<file path="src/rtl/integral_image_builder_if.sv">
// Pixel-stream input and integral-cache write port of the integral image builder.
// The builder is the slave; the pixel source / cache side is the master.
interface integral_image_builder_if #(
    parameter int unsigned PIX_W = 8,
    parameter int unsigned SUM_W = 20,
    parameter int unsigned X_W   = 6,
    parameter int unsigned Y_W   = 5
) ();
    logic             start;
    logic             pix_valid;
    logic [PIX_W-1:0] pix_data;
    logic             pix_ready;
    logic             ii_we;
    logic [X_W-1:0]   ii_waddrX;
    logic [Y_W-1:0]   ii_waddrY;
    logic [SUM_W-1:0] ii_wdata;
    logic             busy;
    logic             frame_done;

    modport master (
        output start, pix_valid, pix_data,
        input  pix_ready, ii_we, ii_waddrX, ii_waddrY, ii_wdata, busy, frame_done
    );

    modport slave (
        input  start, pix_valid, pix_data,
        output pix_ready, ii_we, ii_waddrX, ii_waddrY, ii_wdata, busy, frame_done
    );
endinterface

</file>
<file path="src/rtl/integral_image_builder.sv">
// Streaming integral image builder: consumes pixels in raster order and writes
// ii(x,y) = sum of all pixels above and left (inclusive) one cycle after each
// accepted pixel. One row of previous integral values is kept in a line buffer.
module integral_image_builder #(
    parameter int unsigned IMG_W = 32,
    parameter int unsigned IMG_H = 24,
    parameter int unsigned PIX_W = 8,
    parameter int unsigned SUM_W = 20,
    parameter int unsigned X_W   = 6,
    parameter int unsigned Y_W   = 5
) (
    input logic                      clk,
    input logic                      rst_n,
    integral_image_builder_if.slave  bus
);

    localparam int unsigned BUF_AW = (IMG_W > 1) ? $clog2(IMG_W) : 1;

    typedef enum logic [1:0] {StIdle, StActive, StFlush} state_e;

    state_e           r_state;
    logic [X_W-1:0]   r_x;
    logic [Y_W-1:0]   r_y;
    logic [SUM_W-1:0] r_rowsum;
    logic             r_pix_ready;
    logic             r_busy;
    logic             r_frame_done;
    logic             r_we;
    logic [X_W-1:0]   r_waddr_x;
    logic [Y_W-1:0]   r_waddr_y;
    logic [SUM_W-1:0] r_wdata;

    // Previous row's integral values; never cleared, row 0 masks it instead.
    logic [SUM_W-1:0] r_prev [IMG_W];

    logic              w_accept;
    logic              w_x_last;
    logic              w_y_last;
    logic [BUF_AW-1:0] w_buf_idx;
    logic [SUM_W-1:0]  w_pix_ext;
    logic [SUM_W-1:0]  w_above;
    logic [SUM_W-1:0]  w_rowsum_new;
    logic [SUM_W-1:0]  w_ii;

    // Acceptance and the integral arithmetic for the pixel at (r_x, r_y).
    always_comb begin
        w_accept     = bus.pix_valid & r_pix_ready;
        w_x_last     = (r_x == X_W'(IMG_W - 1));
        w_y_last     = (r_y == Y_W'(IMG_H - 1));
        w_buf_idx    = r_x[BUF_AW-1:0];
        w_pix_ext    = SUM_W'(bus.pix_data);
        w_above      = (r_y == '0) ? '0 : r_prev[w_buf_idx];
        w_rowsum_new = (r_x == '0) ? w_pix_ext : r_rowsum + w_pix_ext;
        w_ii         = w_rowsum_new + w_above;
    end

    // Control FSM, raster counters, row accumulator and registered write port.
    always_ff @(posedge clk or negedge rst_n) begin
        if (!rst_n) begin
            r_state      <= StIdle;
            r_x          <= '0;
            r_y          <= '0;
            r_rowsum     <= '0;
            r_pix_ready  <= 1'b0;
            r_busy       <= 1'b0;
            r_frame_done <= 1'b0;
            r_we         <= 1'b0;
            r_waddr_x    <= '0;
            r_waddr_y    <= '0;
            r_wdata      <= '0;
        end else begin
            r_we         <= 1'b0;
            r_frame_done <= 1'b0;
            if (w_accept) begin
                r_we      <= 1'b1;
                r_waddr_x <= r_x;
                r_waddr_y <= r_y;
                r_wdata   <= w_ii;
                r_rowsum  <= w_rowsum_new;
                if (w_x_last) begin
                    r_x <= '0;
                    r_y <= r_y + 1'b1;
                end else begin
                    r_x <= r_x + 1'b1;
                end
            end
            case (r_state)
                StIdle: begin
                    if (bus.start) begin
                        r_state     <= StActive;
                        r_x         <= '0;
                        r_y         <= '0;
                        r_pix_ready <= 1'b1;
                        r_busy      <= 1'b1;
                    end
                end
                StActive: begin
                    if (w_accept && w_x_last && w_y_last) begin
                        r_state     <= StFlush;
                        r_pix_ready <= 1'b0;
                    end
                end
                StFlush: begin
                    // Last write is on the port this cycle; done follows it.
                    r_state      <= StIdle;
                    r_busy       <= 1'b0;
                    r_frame_done <= 1'b1;
                end
                default: begin
                    r_state     <= StIdle;
                    r_pix_ready <= 1'b0;
                    r_busy      <= 1'b0;
                end
            endcase
        end
    end

    // Line buffer update: read-before-write of the same column in one cycle.
    always_ff @(posedge clk) begin
        if (w_accept) begin
            r_prev[w_buf_idx] <= w_ii;
        end
    end

    assign bus.pix_ready  = r_pix_ready;
    assign bus.busy       = r_busy;
    assign bus.frame_done = r_frame_done;
    assign bus.ii_we      = r_we;
    assign bus.ii_waddrX  = r_waddr_x;
    assign bus.ii_waddrY  = r_waddr_y;
    assign bus.ii_wdata   = r_wdata;

endmodule

</file>
<file path="src/flat_wrapper.sv">
// flat-port wrapper written by rule: the top's interface ports become plain ports
module integral_image_builder_flat 
#(
    parameter int unsigned IMG_W = 32,
    parameter int unsigned IMG_H = 24,
    parameter int unsigned PIX_W = 8,
    parameter int unsigned SUM_W = 20,
    parameter int unsigned X_W   = 6,
    parameter int unsigned Y_W   = 5
)
  (clk, rst_n, bus_start, bus_pix_valid, bus_pix_data, bus_pix_ready, bus_ii_we, bus_ii_waddrX, bus_ii_waddrY, bus_ii_wdata, bus_busy, bus_frame_done);
  integral_image_builder_if #(.PIX_W(PIX_W), .SUM_W(SUM_W), .X_W(X_W), .Y_W(Y_W)) bus_i ();
  input logic clk;
  input logic rst_n;
  input wire logic [$bits(bus_i.start)-1:0] bus_start;
  input wire logic [$bits(bus_i.pix_valid)-1:0] bus_pix_valid;
  input wire logic [$bits(bus_i.pix_data)-1:0] bus_pix_data;
  output wire logic [$bits(bus_i.pix_ready)-1:0] bus_pix_ready;
  output wire logic [$bits(bus_i.ii_we)-1:0] bus_ii_we;
  output wire logic [$bits(bus_i.ii_waddrX)-1:0] bus_ii_waddrX;
  output wire logic [$bits(bus_i.ii_waddrY)-1:0] bus_ii_waddrY;
  output wire logic [$bits(bus_i.ii_wdata)-1:0] bus_ii_wdata;
  output wire logic [$bits(bus_i.busy)-1:0] bus_busy;
  output wire logic [$bits(bus_i.frame_done)-1:0] bus_frame_done;
  assign bus_i.start = bus_start;
  assign bus_i.pix_valid = bus_pix_valid;
  assign bus_i.pix_data = bus_pix_data;
  assign bus_pix_ready = bus_i.pix_ready;
  assign bus_ii_we = bus_i.ii_we;
  assign bus_ii_waddrX = bus_i.ii_waddrX;
  assign bus_ii_waddrY = bus_i.ii_waddrY;
  assign bus_ii_wdata = bus_i.ii_wdata;
  assign bus_busy = bus_i.busy;
  assign bus_frame_done = bus_i.frame_done;
  integral_image_builder #(.IMG_W(IMG_W), .IMG_H(IMG_H), .PIX_W(PIX_W), .SUM_W(SUM_W), .X_W(X_W), .Y_W(Y_W)) u_core (.clk(clk), .rst_n(rst_n), .bus(bus_i));
endmodule
</file>
<file path="config.mk">
export PLATFORM = sky130hd
export DESIGN_NAME = integral_image_builder_flat
export DESIGN_NICKNAME = d
export VERILOG_FILES = /design/src/rtl/integral_image_builder_if.sv /design/src/rtl/integral_image_builder.sv /design/src/flat_wrapper.sv
export SDC_FILE = /design/constraint.sdc
export NUM_CORES = 1
export LEC_CHECK = 0
export ABC_CLOCK_PERIOD_IN_PS = 5700
export CAP_MARGIN = 30
export CORE_MARGIN = 4
export CORE_UTILIZATION = 25
export DETAILED_ROUTE_END_ITERATION = 8
export PLACE_DENSITY_LB_ADDON = 0.15
export SYNTH_ARGS = -nofsm -noshare
export SYNTH_HDL_FRONTEND = slang
export SYNTH_SLANG_ARGS = --single-unit
</file>
<file path="constraint.sdc">
create_clock -name clk -period 5.7 [get_ports clk]
set_clock_uncertainty 0.05 [all_clocks]
set_input_delay 0.855 -clock clk [delete_from_list [all_inputs] [get_ports clk]]
set_output_delay 0.855 -clock clk [all_outputs]
set_load 0.1 [all_outputs]
</file>
# [Word-level counts from Yosys, hierarchy flattened]
# Memory sizes are Yosys's and may differ from the RTL's.
# Cells that the tools add are included.
[word_totals] register_bits=68 latch_bits=0 ramBits=640 rom_bits=0 input_bits=12 elab_cells=53 memories=1
[memory_table] name="u_core.r_prev" depth=32 word_bits=20 read_ports=1 rd_ports_with_merged_regs=0 write_ports=1 line="integral_image_builder.sv:34" source="logic [SUM_W-1:0] r_prev [IMG_W];"
[classes] addsub=4 mul=0 n_div=0 magnitude_cmp=0 n_eq_ne=6 shifts=0 n_mux=20 bitwise=3 n_reduce_logical=8
[ops] cell="$mux 20" n=2
[ops] cell="$mux 6" n=4
[ops] cell="$add 20x20->20" n=1
[ops] cell="$add 20x8->20" n=1
[ops] cell="$mux 5" n=4
[ops] cell="$add 6x1->6 const B" n=1
[ops] cell="$eq 6x5->1 const B" n=1
[ops] cell="$logic_not 6->1" n=1
[ops] cell="$add 5x1->5 const B" n=1
[ops] cell="$eq 5x5->1 const B" n=1
[ops] cell="$logic_not 5->1" n=1
[ops] cell="$mux 1" n=5
[ops] cell="$mux 2" n=2
[ops] cell="$pmux 2 s2" n=1
[ops] cell="$reduce_and 2->1" n=2
[ops] cell="$pmux 1 s3" n=1
[ops] cell="$reduce_and 3->1" n=1
[ops] cell="$eq 2x1->1 const B" n=1
[ops] cell="$eq 2x2->1 const B" n=1
[ops] cell="$logic_and 1x1->1" n=2
[ops] cell="$logic_not 2->1" n=1
[ops] cell="$ne 2x1->1 const B" n=1
[ops] cell="$ne 2x2->1 const B" n=1
[ops] cell="$not 1->1" n=2
[ops] cell="2 further kinds" n=2

# [Longest topological paths before layout]
# Gate-level depths: netlist of run 1.
[depth] depth_word=5 ltp_mapped=22 depth_no_buf=20

# [Least setup slack after synthesis of run 1]
# OpenSTA, ideal clock, no wires.
[synth_timing] path_kind="input-to-reg" start="input bus_pix_data[0]" end="memory u_core.r_prev[0][19] (data pin)" arrival_ns=5.029 required_ns=5.256 path_slack_ns=0.226 cell_stages=19 n_path_buf=0 cell_sequence="ha_1 > inv_1 > fa_1 > nor2b_1 > o21ai_1 > a21boi_0 > o21ai_0 > a21oi_2 > o211a_1 > xnor2_1 > nor2_1 > ha_1 > a21o_1 > a21oi_1 > nor2_1 > o41a_1 > a31oi_1 > a21oi_1 > xnor2_1"
[synth_between] elab_chain_cells=3
[synth_lines] element="start, declared" line="flat_wrapper.sv:17" source="input wire logic [$bits(bus_i.pix_data)-1:0] bus_pix_data;"
[synth_lines] element="$add 20x8->20" line="integral_image_builder.sv:53" source="w_rowsum_new = (r_x == '0) ? w_pix_ext : r_rowsum + w_pix_ext;"
[synth_lines] element="$mux 20" line="integral_image_builder.sv:53"
[synth_lines] element="net u_core.w_rowsum_new[12]" line="integral_image_builder.sv:42" source="logic [SUM_W-1:0] w_rowsum_new;"
[synth_lines] element="$add 20x20->20" line="integral_image_builder.sv:54" source="w_ii = w_rowsum_new + w_above;"
[synth_lines] element="net u_core.w_ii[19]" line="integral_image_builder.sv:43" source="logic [SUM_W-1:0] w_ii;"
[synth_lines] element="end, declared" line="integral_image_builder.sv:34"
# The timed path passes the listed nets, and every way through them passes these cells.

# [Worst setup path in the final report of run 1]
[layout_timing] start="register u_core.r_x[0]" end="memory u_core.r_prev[31][18] (data pin)"
[layout_between] elab_chain_cells=3 elab_cells_between_ends=5 cone_classes="add/sub: 1; mux: 2; reduce/logical: 1; memory: 1"
[layout_lines] element="start, declared" line="integral_image_builder.sv:22" source="logic [X_W-1:0] r_x;"
[layout_lines] element="start signal, assigned" line="integral_image_builder.sv:84" source="r_x <= r_x + 1'b1;"
[layout_lines] element="$mem_v2 32x20 or $logic_not 6->1 (tied branches)"
[layout_lines] element="$mux 20, on equally long branches" line="integral_image_builder.sv:52, integral_image_builder.sv:53"
[layout_lines] element="$add 20x20->20 (*)" line="integral_image_builder.sv:54"
[layout_lines] element="net u_core.w_ii[18]" line="integral_image_builder.sv:43"
# Mark *: on every way through the listed nets, which the timed path passes. The rest lies on a longest branch.

==> results of run 1 <==
[routing by layer]
metal / up-vias / routed length, um
li1: 6703 / -
met4: 0 / 1970
met1: 8190 / 37300
met5: - / 0
met2: 308 / 37500
met3: 118 / 3000
[state kept, by name (all words and copies together), names as in the netlist]
register               flops
u_core.bus.busy            1
u_core.bus.frame_done      1
u_core.bus.ii_waddrX       6
u_core.bus.ii_waddrY       5
u_core.bus.ii_wdata       20
u_core.bus.ii_we           1
u_core.bus.pix_ready       1
u_core.r_prev            640
u_core.r_rowsum           20
u_core.r_state             2
u_core.r_x                 6
u_core.r_y                 5
[Yosys cell counts (2+ instances only)]
master and instances:
sky130_fd_sc_hd__edfxtp_1 640, sky130_fd_sc_hd__mux4_2 156, sky130_fd_sc_hd__nand2_1 108, sky130_fd_sc_hd__nor2_1 88, sky130_fd_sc_hd__dfrtp_1 68, sky130_fd_sc_hd__a22oi_1 38
sky130_fd_sc_hd__buf_2 34, sky130_fd_sc_hd__o21ai_0 34, sky130_fd_sc_hd__ha_1 33, sky130_fd_sc_hd__clkbuf_1 27, sky130_fd_sc_hd__a22o_1 25, sky130_fd_sc_hd__a31oi_1 24
sky130_fd_sc_hd__inv_1 24, sky130_fd_sc_hd__xnor2_1 24, sky130_fd_sc_hd__a21oi_1 23, sky130_fd_sc_hd__a221oi_1 19, sky130_fd_sc_hd__and3_1 12, sky130_fd_sc_hd__mux2i_1 12
sky130_fd_sc_hd__o21a_1 12, sky130_fd_sc_hd__xor2_1 11, sky130_fd_sc_hd__buf_1 10, sky130_fd_sc_hd__nand3_1 10, sky130_fd_sc_hd__nor3_1 9, sky130_fd_sc_hd__mux2_2 8
sky130_fd_sc_hd__or3_1 7, sky130_fd_sc_hd__a21o_1 6, sky130_fd_sc_hd__and2_1 6, sky130_fd_sc_hd__nand2b_1 5, sky130_fd_sc_hd__nor2b_1 5, sky130_fd_sc_hd__o31ai_1 5
sky130_fd_sc_hd__buf_4 3, sky130_fd_sc_hd__nand4_1 3, sky130_fd_sc_hd__nor3b_1 3, sky130_fd_sc_hd__o211a_1 3, sky130_fd_sc_hd__o211ai_1 3, sky130_fd_sc_hd__o21ai_1 3
sky130_fd_sc_hd__o21bai_1 3, sky130_fd_sc_hd__or2_2 3, sky130_fd_sc_hd__a211oi_1 2, sky130_fd_sc_hd__and4_1 2, sky130_fd_sc_hd__fa_1 2, sky130_fd_sc_hd__nand3b_1 2
sky130_fd_sc_hd__o221ai_1 2, sky130_fd_sc_hd__o22ai_1 2
[where the power goes]
part	internal, mW	total (mW)	switching [mW]	leakage (nW)
combinational	2.55	7.57	5.02	3.84
sequential	7.96	8.23	0.268	6.71
clock	3.05	5.17	2.12	1.29
total	13.6	21.0	7.40	11.8
[worst min path at each step]
stage,to,slack (ns),cells past startpoint
floorplan,u_core.r_rowsum[0],0.40,2
global placement,u_core.r_rowsum[5],0.42,2
detailed placement,u_core.r_rowsum[5],0.42,2
CTS,u_core.r_x[2],0.007,1
global route,u_core.r_x[2],0.03,1
finish,u_core.r_x[2],0.06,1
[through the flow]
stage	cells	hold WS, ns	setup WS, ns
final	3332	0.0553	0.303
after global routing	3330	0.0286	0.0344
after CTS	3330	0.00740	0.176
after detailed placement	3184	0.420	-0.0693
after global placement	3179	0.418	-0.416
after floorplan	1538	0.400	0.226
[cell usage in the layout (no fill, tap or decap), types with 19 or more instances in the layout]
master,instances
sky130_fd_sc_hd__edfxtp_1,640
sky130_fd_sc_hd__mux4_2,156
sky130_fd_sc_hd__buf_4,151
sky130_fd_sc_hd__nand2_1,107
sky130_fd_sc_hd__clkbuf_16,85
sky130_fd_sc_hd__dfrtp_1,66
sky130_fd_sc_hd__nor2_1,55
sky130_fd_sc_hd__clkdlybuf4s50_1,45
sky130_fd_sc_hd__a22oi_1,38
sky130_fd_sc_hd__o21ai_0,34
sky130_fd_sc_hd__nor2_2,33
sky130_fd_sc_hd__ha_1,33
sky130_fd_sc_hd__a22o_1,25
sky130_fd_sc_hd__a31oi_1,24
sky130_fd_sc_hd__inv_1,23
sky130_fd_sc_hd__a21oi_1,23
sky130_fd_sc_hd__buf_12,21
sky130_fd_sc_hd__a221oi_1,19
sky130_fd_sc_hd__clkbuf_1,19
[cell families after synthesis]
kind of cell    count (synthesis)  synth area share [%]
compound gates                216                  5.36
xor+xnor                       35                  1.07
simple gates                  268                  4.15
mux                           177                  13.1
fa+ha+maj                      35                  1.59
flops                         708                  73.2
buf+inv                        99                  1.52
[timing repair]
item / CTS / global route
hold buffers: 0 / 0
gates resized for setup: 0 / 1
endpoints found under the setup margin: 0 / 25
[final cells by class]
type	instances	area [um2]	area share (%)
flip-flops and latches	708	20900	59.7
multi-input cells	731	7430	21.2
clock inverters	39	412	1.17
well taps	1500	1880	5.35
diodes	2	5.00	0.0143
inverters	24	90.1	0.257
clock buffers	107	2240	6.38
repair buffers	221	2100	5.99
[critical path: stages (launching register included)]
cell and delay [ns]:
sky130_fd_sc_hd__dfrtp_4 0.63, sky130_fd_sc_hd__buf_12 0.29, sky130_fd_sc_hd__buf_4 0.38, sky130_fd_sc_hd__buf_4 0.32, sky130_fd_sc_hd__mux4_2 0.53, sky130_fd_sc_hd__a22o_1 0.26, sky130_fd_sc_hd__a221oi_1 0.51, sky130_fd_sc_hd__a31oi_1 0.31
sky130_fd_sc_hd__ha_1 0.46, sky130_fd_sc_hd__a21o_1 0.19, sky130_fd_sc_hd__a21oi_1 0.18, sky130_fd_sc_hd__nand2_1 0.06, sky130_fd_sc_hd__o21ai_0 0.20, sky130_fd_sc_hd__buf_4 0.16, sky130_fd_sc_hd__mux2i_1 0.20, sky130_fd_sc_hd__o211ai_1 0.16
sky130_fd_sc_hd__buf_12 0.19
==> impl.org, run 1 <==
** Route
- In this run the remaining antenna-violating nets after routing total 0.
- Final wirelength :: 79700 um
- Avg Vias per Cell :: 4.60
- Detailed Route Iter0 Violations :: 1157
- The first detailed-routing pass ran for 5 iterations.
- Summing over every cut layer, the via total after detailed routing is 15300.
- Average routed wire per standard cell :: 23.9 um
- In the routed design, unresolved DRC markers number 0.

** Yosys
- Synthesis instantiated 63 different standard cells from the library.
- Sequential cell area fraction in the yosys report :: 73.2%
- The synthesized design contains 708 register bits.
- Share of the synthesized area in the top cell type :: 67.3%
- Gate Count Post-Synth :: 1538
- By area the synthesized netlist is led by sky130_fd_sc_hd__edfxtp_1 (67%), sky130_fd_sc_hd__mux4_2 (12%), sky130_fd_sc_hd__dfrtp_1 (6.0%).
- Counting flops with a built-in enable in the synthesized netlist gives 640.
- Yosys warning count :: 0
- The average instance in the mapped netlist occupies 18.6 um2.
- Post-synthesis net count :: 1585
- Biggest area consumer among synthesized cells :: sky130_fd_sc_hd__edfxtp_1
- Of all flip-flops after synthesis, the portion carrying an async set or reset was 9.60%.
- Most instantiated flip-flop cell in the synthesis netlist :: sky130_fd_sc_hd__edfxtp_1
- Post-synthesis instance area :: 0.0286 mm2

** GRT
- The layer flagged by global routing as most heavily used is met2.
- Global routing consumed, on the met2 layer, 21.2% of the routing resources.
- Pin count of the biggest net entering global routing :: 53
- In the global route stage, met1 resource usage came out at 18.7%.
- Combined global-route utilization of all metal layers :: 13.2%
- Antenna violations before repair :: 0
- First-pass GRT wire length :: 117000 um
- For met3 alone, demand over resource in global routing was 2.27%.
- Summed over all layers, the global routing overflow is 0.
- Number of global-route vias before repair :: 16100

** STA
- Setup-violating endpoint count in the final report :: 0
- Setup repair after global routing left no endpoint under its margin.
- For the final routed database, the setup TNS stands at 0 ns.
- Final Cycle Share :: 94.7%
- For the pin with the worst max-slew slack, the measured transition is 1.03 ns.
- The final hold violation count came to 0.
- The worst pin sits at a relative slew slack of 31.4%.
- The worst path in the final design needs a cycle of 5.40 ns, including I/O delays and setup.
- Timing would allow up to 185 MHz.
- The final-report max-slew violation count was 0.

** Setup path
- Endpoint kind of the worst setup timing path :: flip-flop
- Data required time at the worst endpoint :: 6.01 ns
- Reg2Reg Setup Slack :: 0.30 ns
- The critical path starts at u_core.r_x[0].
- Reg-to-reg startpoint :: u_core.r_x[0]
- The most critical setup path has its endpoint at u_core.r_prev[31][18].
- Kind of critical path :: flip-flop to flip-flop
- Max FO, Critical Path :: 33
- Capture instance of the worst register-to-register path :: u_core.r_prev[31][18]
- FF-to-FF path depth :: 16
- WP data arrival :: 5.71 ns
- Critical Path Start Type :: flip-flop

** Place
- # port buffers :: 46
- Summing all placed instances gives a cell area of 0.0324 mm2.
- At the end of routability-driven placement, the weighted congestion stood at 0.756.
- Once detailed placement completed, the half-perimeter wirelength came to 51200 um.

** Status
- Outcome :: completed

** Floorplanning
- Starting utilization of the core area :: 25.3%
- Standard cell core area :: 0.113 mm2
- Measured along the x axis, the die boundary spans 346 um.
- In this run the vertical extent of the chip is 346 um.
- Total I/O pin count :: 47
- The floorplan step defined a die boundary enclosing 0.120 mm2.
- In this run the core area contains 123 standard-cell rows.

** Clocking
- Worst-case clock buffer depth :: 3
- Clock sink count :: 708
- For the worst-skew pair, the clock arrives at the later sink with an insertion delay of 0.64 ns.
- Clock-pin slew was measured on the worst setup and hold paths at 0.06 ns.
- Clock tree from TritonCTS :: yes
- The H-tree generated during clock tree synthesis spans 3 levels.
- After clock tree synthesis, the setup repair step added 0 buffers.
- The tree is rooted in a sky130_fd_sc_hd__clkbuf_16.
- Number of buffers created by CTS :: 82

** Power
- Power Total :: 21.0 mW
- Power spread over the standard cell area amounts to 598 mW/mm2.
- For this design the static power due to leakage is 11.8 nW.
- Across the VDD grid, the largest voltage drop is 0.566 mV.

** Worst hold path
- The min-delay analysis places its worst path in the category input pin to asynchronous set/reset pin.

** Final layout
- Final core area utilization :: 31.1%
- The net count of the finished layout is 1815.
- Synth-to-Final Area Change :: 22.8%
- Count of filler cells inserted in the layout :: 11100
- Layout cell share with drive strength beyond 1 :: 28.6%
- After routing the design area is 0.0351 mm2.

** Flow run
- The tool flagged a number of max-cap violations equal to 0.
(Power assumes the default switching activity.)
==> inputs of run 2 (changes only) <==
CELL_PAD_IN_SITES_DETAIL_PLACEMENT = 0   (was not set)
CELL_PAD_IN_SITES_GLOBAL_PLACEMENT = 1   (was not set)
==> impl.org, run 2 (synthesis results as in run 1) <==
** Place
- Final estimated routing congestion in global placement :: 0.762
- # port buffers :: 46
- After detailed placement, the design holds a cell count of 3136.
- Once placement finished, the instance area stood at 0.0322 mm2.
- Once detailed placement completed, the half-perimeter wirelength came to 50800 um.

** Setup path
- For the worst flop-to-flop path, the logic depth is 15.
- Critical Path Sink :: u_core.r_prev[30][19]
- The critical path in this run is classified as flip-flop to flip-flop.
- Capture instance of the worst register-to-register path :: u_core.r_prev[30][19]
- STA classifies the critical path endpoint as a flip-flop.
- Critical Path Start :: u_core.r_x[0]
- WP data arrival :: 5.65 ns
- Critical Path Start Type :: flip-flop
- Reg2Reg Setup Slack :: 0.46 ns
- Data required time at the worst endpoint :: 6.12 ns
- The worst register-to-register path begins at u_core.r_x[0].
- Max FO, Critical Path :: 32

** Final layout
- The net count of the finished layout is 1771.
- Highest-count cells in the layout ignoring fill and taps :: sky130_fd_sc_hd__edfxtp_1 (640), sky130_fd_sc_hd__mux4_2 (156), sky130_fd_sc_hd__nand2_1 (107)
- Final cell area excluding filler cells :: 0.0348 mm2
- The post-route netlist has 26.3% of its cells at a drive strength greater than 1.
- u_core.r_prev holds more flip-flops than any other register.
- Once layout is complete, the cells apart from fillers number 3286.
- Fill cells in the final layout number 11000.
- Number of flip-flops in the largest register :: 640
- Leading cell type in the layout, fill and taps excluded :: sky130_fd_sc_hd__edfxtp_1
- Synth-to-Final Area Change :: 21.7%

** GRT
- Grt met3 use :: 2.07%
- In the global route stage, overall resource usage came out at 13.0%.
- Number of global-route vias before repair :: 15800
- Met2 routing resource usage after global routing :: 21.4%
- In this run the most used layer during global routing was met2.
- M1 GR Usage :: 18.3%
- Summed over all layers, the global routing overflow is 0.
- Pin count of the biggest net entering global routing :: 59
- The first global-routing pass estimated 115000 um of wire.
- The initial antenna violation count came to 1.

** Worst hold path
- Type of the tightest min-delay check :: flip-flop to flip-flop

** STA
- Adding up every negative setup slack in the final design gives 0 ns.
- Setup repair after global routing left no endpoint under its margin.
- Relative max-transition margin :: 33.5%
- Final Hold Viols :: 0
- At the pin with the least slew margin, the transition time is 0.994 ns.
- The routed design could run at a clock period as short as 5.24 ns.
- Highest Clock Rate :: 191 MHz
- The worst path uses 91.9% of the clock period.
- The final-report max-slew violation count is 0.
- Setup-violating endpoint count in the final report :: 0

** Route
- The routed layout has 15000 vias.
- DRC viols :: 0
- Using the TritonRoute via totals, the vias-per-cell ratio works out to 4.57.
- Detailed Route Iter0 Violations :: 938
- The first detailed-routing pass took 4 iterations.
- Final wirelength :: 78900 um
- Average routed wire per standard cell :: 24.0 um
- The detail route stage leaves a number of antenna-violating nets equal to 0.

** Clocking
- Number of buffers inserted to repair setup after CTS :: 0
- Number of buffers created by CTS :: 84
- Gates resized during post-CTS repair numbered 0.
- Clock tree from TritonCTS :: yes
- At the later pin of the worst-skew pair, clock insertion delay measures 0.65 ns.
- Worst-case clock buffer depth :: 3
- Clk pin slew, worst setup/hold paths :: 0.06 ns
- CTS HTree Levels :: 3
- For this design, the sink count on the clock tree is 708.
- CTS placed an instance of sky130_fd_sc_hd__clkbuf_16 at the clock tree root.

** Floorplanning
- Die boundary width :: 346 um
- The floorplan step defined a die boundary enclosing 0.120 mm2.
- In this run the count of I/O pins placed on the die edge is 47.
- After floorplanning, the core was sized to cover 0.113 mm2.
- In this run the core area contains 123 standard-cell rows.
- Chip height :: 346 um
- For this configuration, the core starts out at a cell density of 25.3%.

** Status
- Outcome :: completed

** Power
- For this design the static power due to leakage is 11.6 nW.
- Peak VDD IR :: 0.371 mV
- For this design the ratio of total power to cell area is 591 mW/mm2.

** Flow run
- Count of maximum capacitance violations :: 0
[run 2: cell count changes in the layout (fill, tap and decap cells not counted), moves of 3 or more]
| cell | delta |
|---|---|
| sky130_fd_sc_hd__clkinv_1 | +4 |
| sky130_fd_sc_hd__clkinvlp_4 | -3 |
| sky130_fd_sc_hd__nor2_4 | +14 |
| sky130_fd_sc_hd__clkbuf_1 | +3 |
| sky130_fd_sc_hd__bufinv_16 | -3 |
| sky130_fd_sc_hd__buf_4 | -49 |
| sky130_fd_sc_hd__nor2_2 | -14 |
[run 2: routing by layer]
metal,share of wire [%],vias up
li1,-,6617
met1,47,8064
met2,48,278
met3,3.6,71
met4,1.3,0
met5,0,-
[run 2: through the flow]
step | power (mW) | utilization, % | hold WS, ns | worst slack [ns]
after floorplan | 12.3 | - | 0.400 | 0.226
after global placement | 15.5 | 28.3 | 0.408 | -0.0519
after detailed placement | 15.8 | 28.5 | 0.414 | -0.0780
after CTS | 20.9 | 30.8 | 0.427 | 0.426
after global routing | 21.7 | 30.8 | 0.450 | 0.183
final | 20.6 | 30.8 | 0.422 | 0.464
[run 2: how the worst min path moves through the flow]
stage / start / to / slack [ns] / depth (start not counted)
6_report: u_core.bus.ii_wdata[9] / u_core.bus.ii_wdata[9] / 0.42 / 2
5_1_grt: u_core.bus.ii_waddrY[4] / u_core.bus.ii_waddrY[4] / 0.45 / 2
4_1_cts: u_core.bus.ii_waddrY[2] / u_core.bus.ii_waddrY[2] / 0.43 / 2
3_5_place_dp: u_core.bus.ii_waddrY[2] / u_core.bus.ii_waddrY[2] / 0.41 / 2
3_3_place_gp: u_core.bus.ii_wdata[11] / u_core.bus.ii_wdata[11] / 0.41 / 2
2_1_floorplan: u_core.r_rowsum[0] / u_core.r_rowsum[0] / 0.40 / 2
[run 2: cell type report]
class / instances / area, um2 / share of cell area, %
inverter: 24 / 90.1 / 0.259
sequential: 708 / 20900 / 60.2
timing repair buffer: 175 / 1800 / 5.17
clock inverter: 38 / 330 / 0.950
clock buffer: 109 / 2240 / 6.44
multi-input combinational: 731 / 7500 / 21.6
tap: 1500 / 1880 / 5.40
antenna: 1 / 2.50 / 0.00720
[run 2: timing repair]
action / CTS / global route
setup endpoints to repair: 0 / 0
hold buffers: 1 / 0
endpoints found under the hold margin: 10 / 0
[run 2: worst max-delay path, cell delays in order (launching register included)]
cell                       delay (ns)
sky130_fd_sc_hd__dfrtp_4         0.63
sky130_fd_sc_hd__buf_4           0.30
sky130_fd_sc_hd__mux4_2          0.53
sky130_fd_sc_hd__a22o_1          0.26
sky130_fd_sc_hd__a221oi_1        0.34
sky130_fd_sc_hd__a31o_2          0.30
sky130_fd_sc_hd__inv_1           0.06
sky130_fd_sc_hd__ha_1            0.31
sky130_fd_sc_hd__a211oi_1        0.47
sky130_fd_sc_hd__o21ai_0         0.24
sky130_fd_sc_hd__a21o_1          0.26
sky130_fd_sc_hd__and3_1          0.21
sky130_fd_sc_hd__a31oi_1         0.37
sky130_fd_sc_hd__a21oi_1         0.18
sky130_fd_sc_hd__xnor2_2         0.28
sky130_fd_sc_hd__buf_12          0.21
[run 2: power by group]
group | switching (mW) | internal, mW
Sequential | 0.262 | 7.97
Clock | 2.15 | 2.91
Combinational | 4.89 | 2.37
Total | 7.31 | 13.2
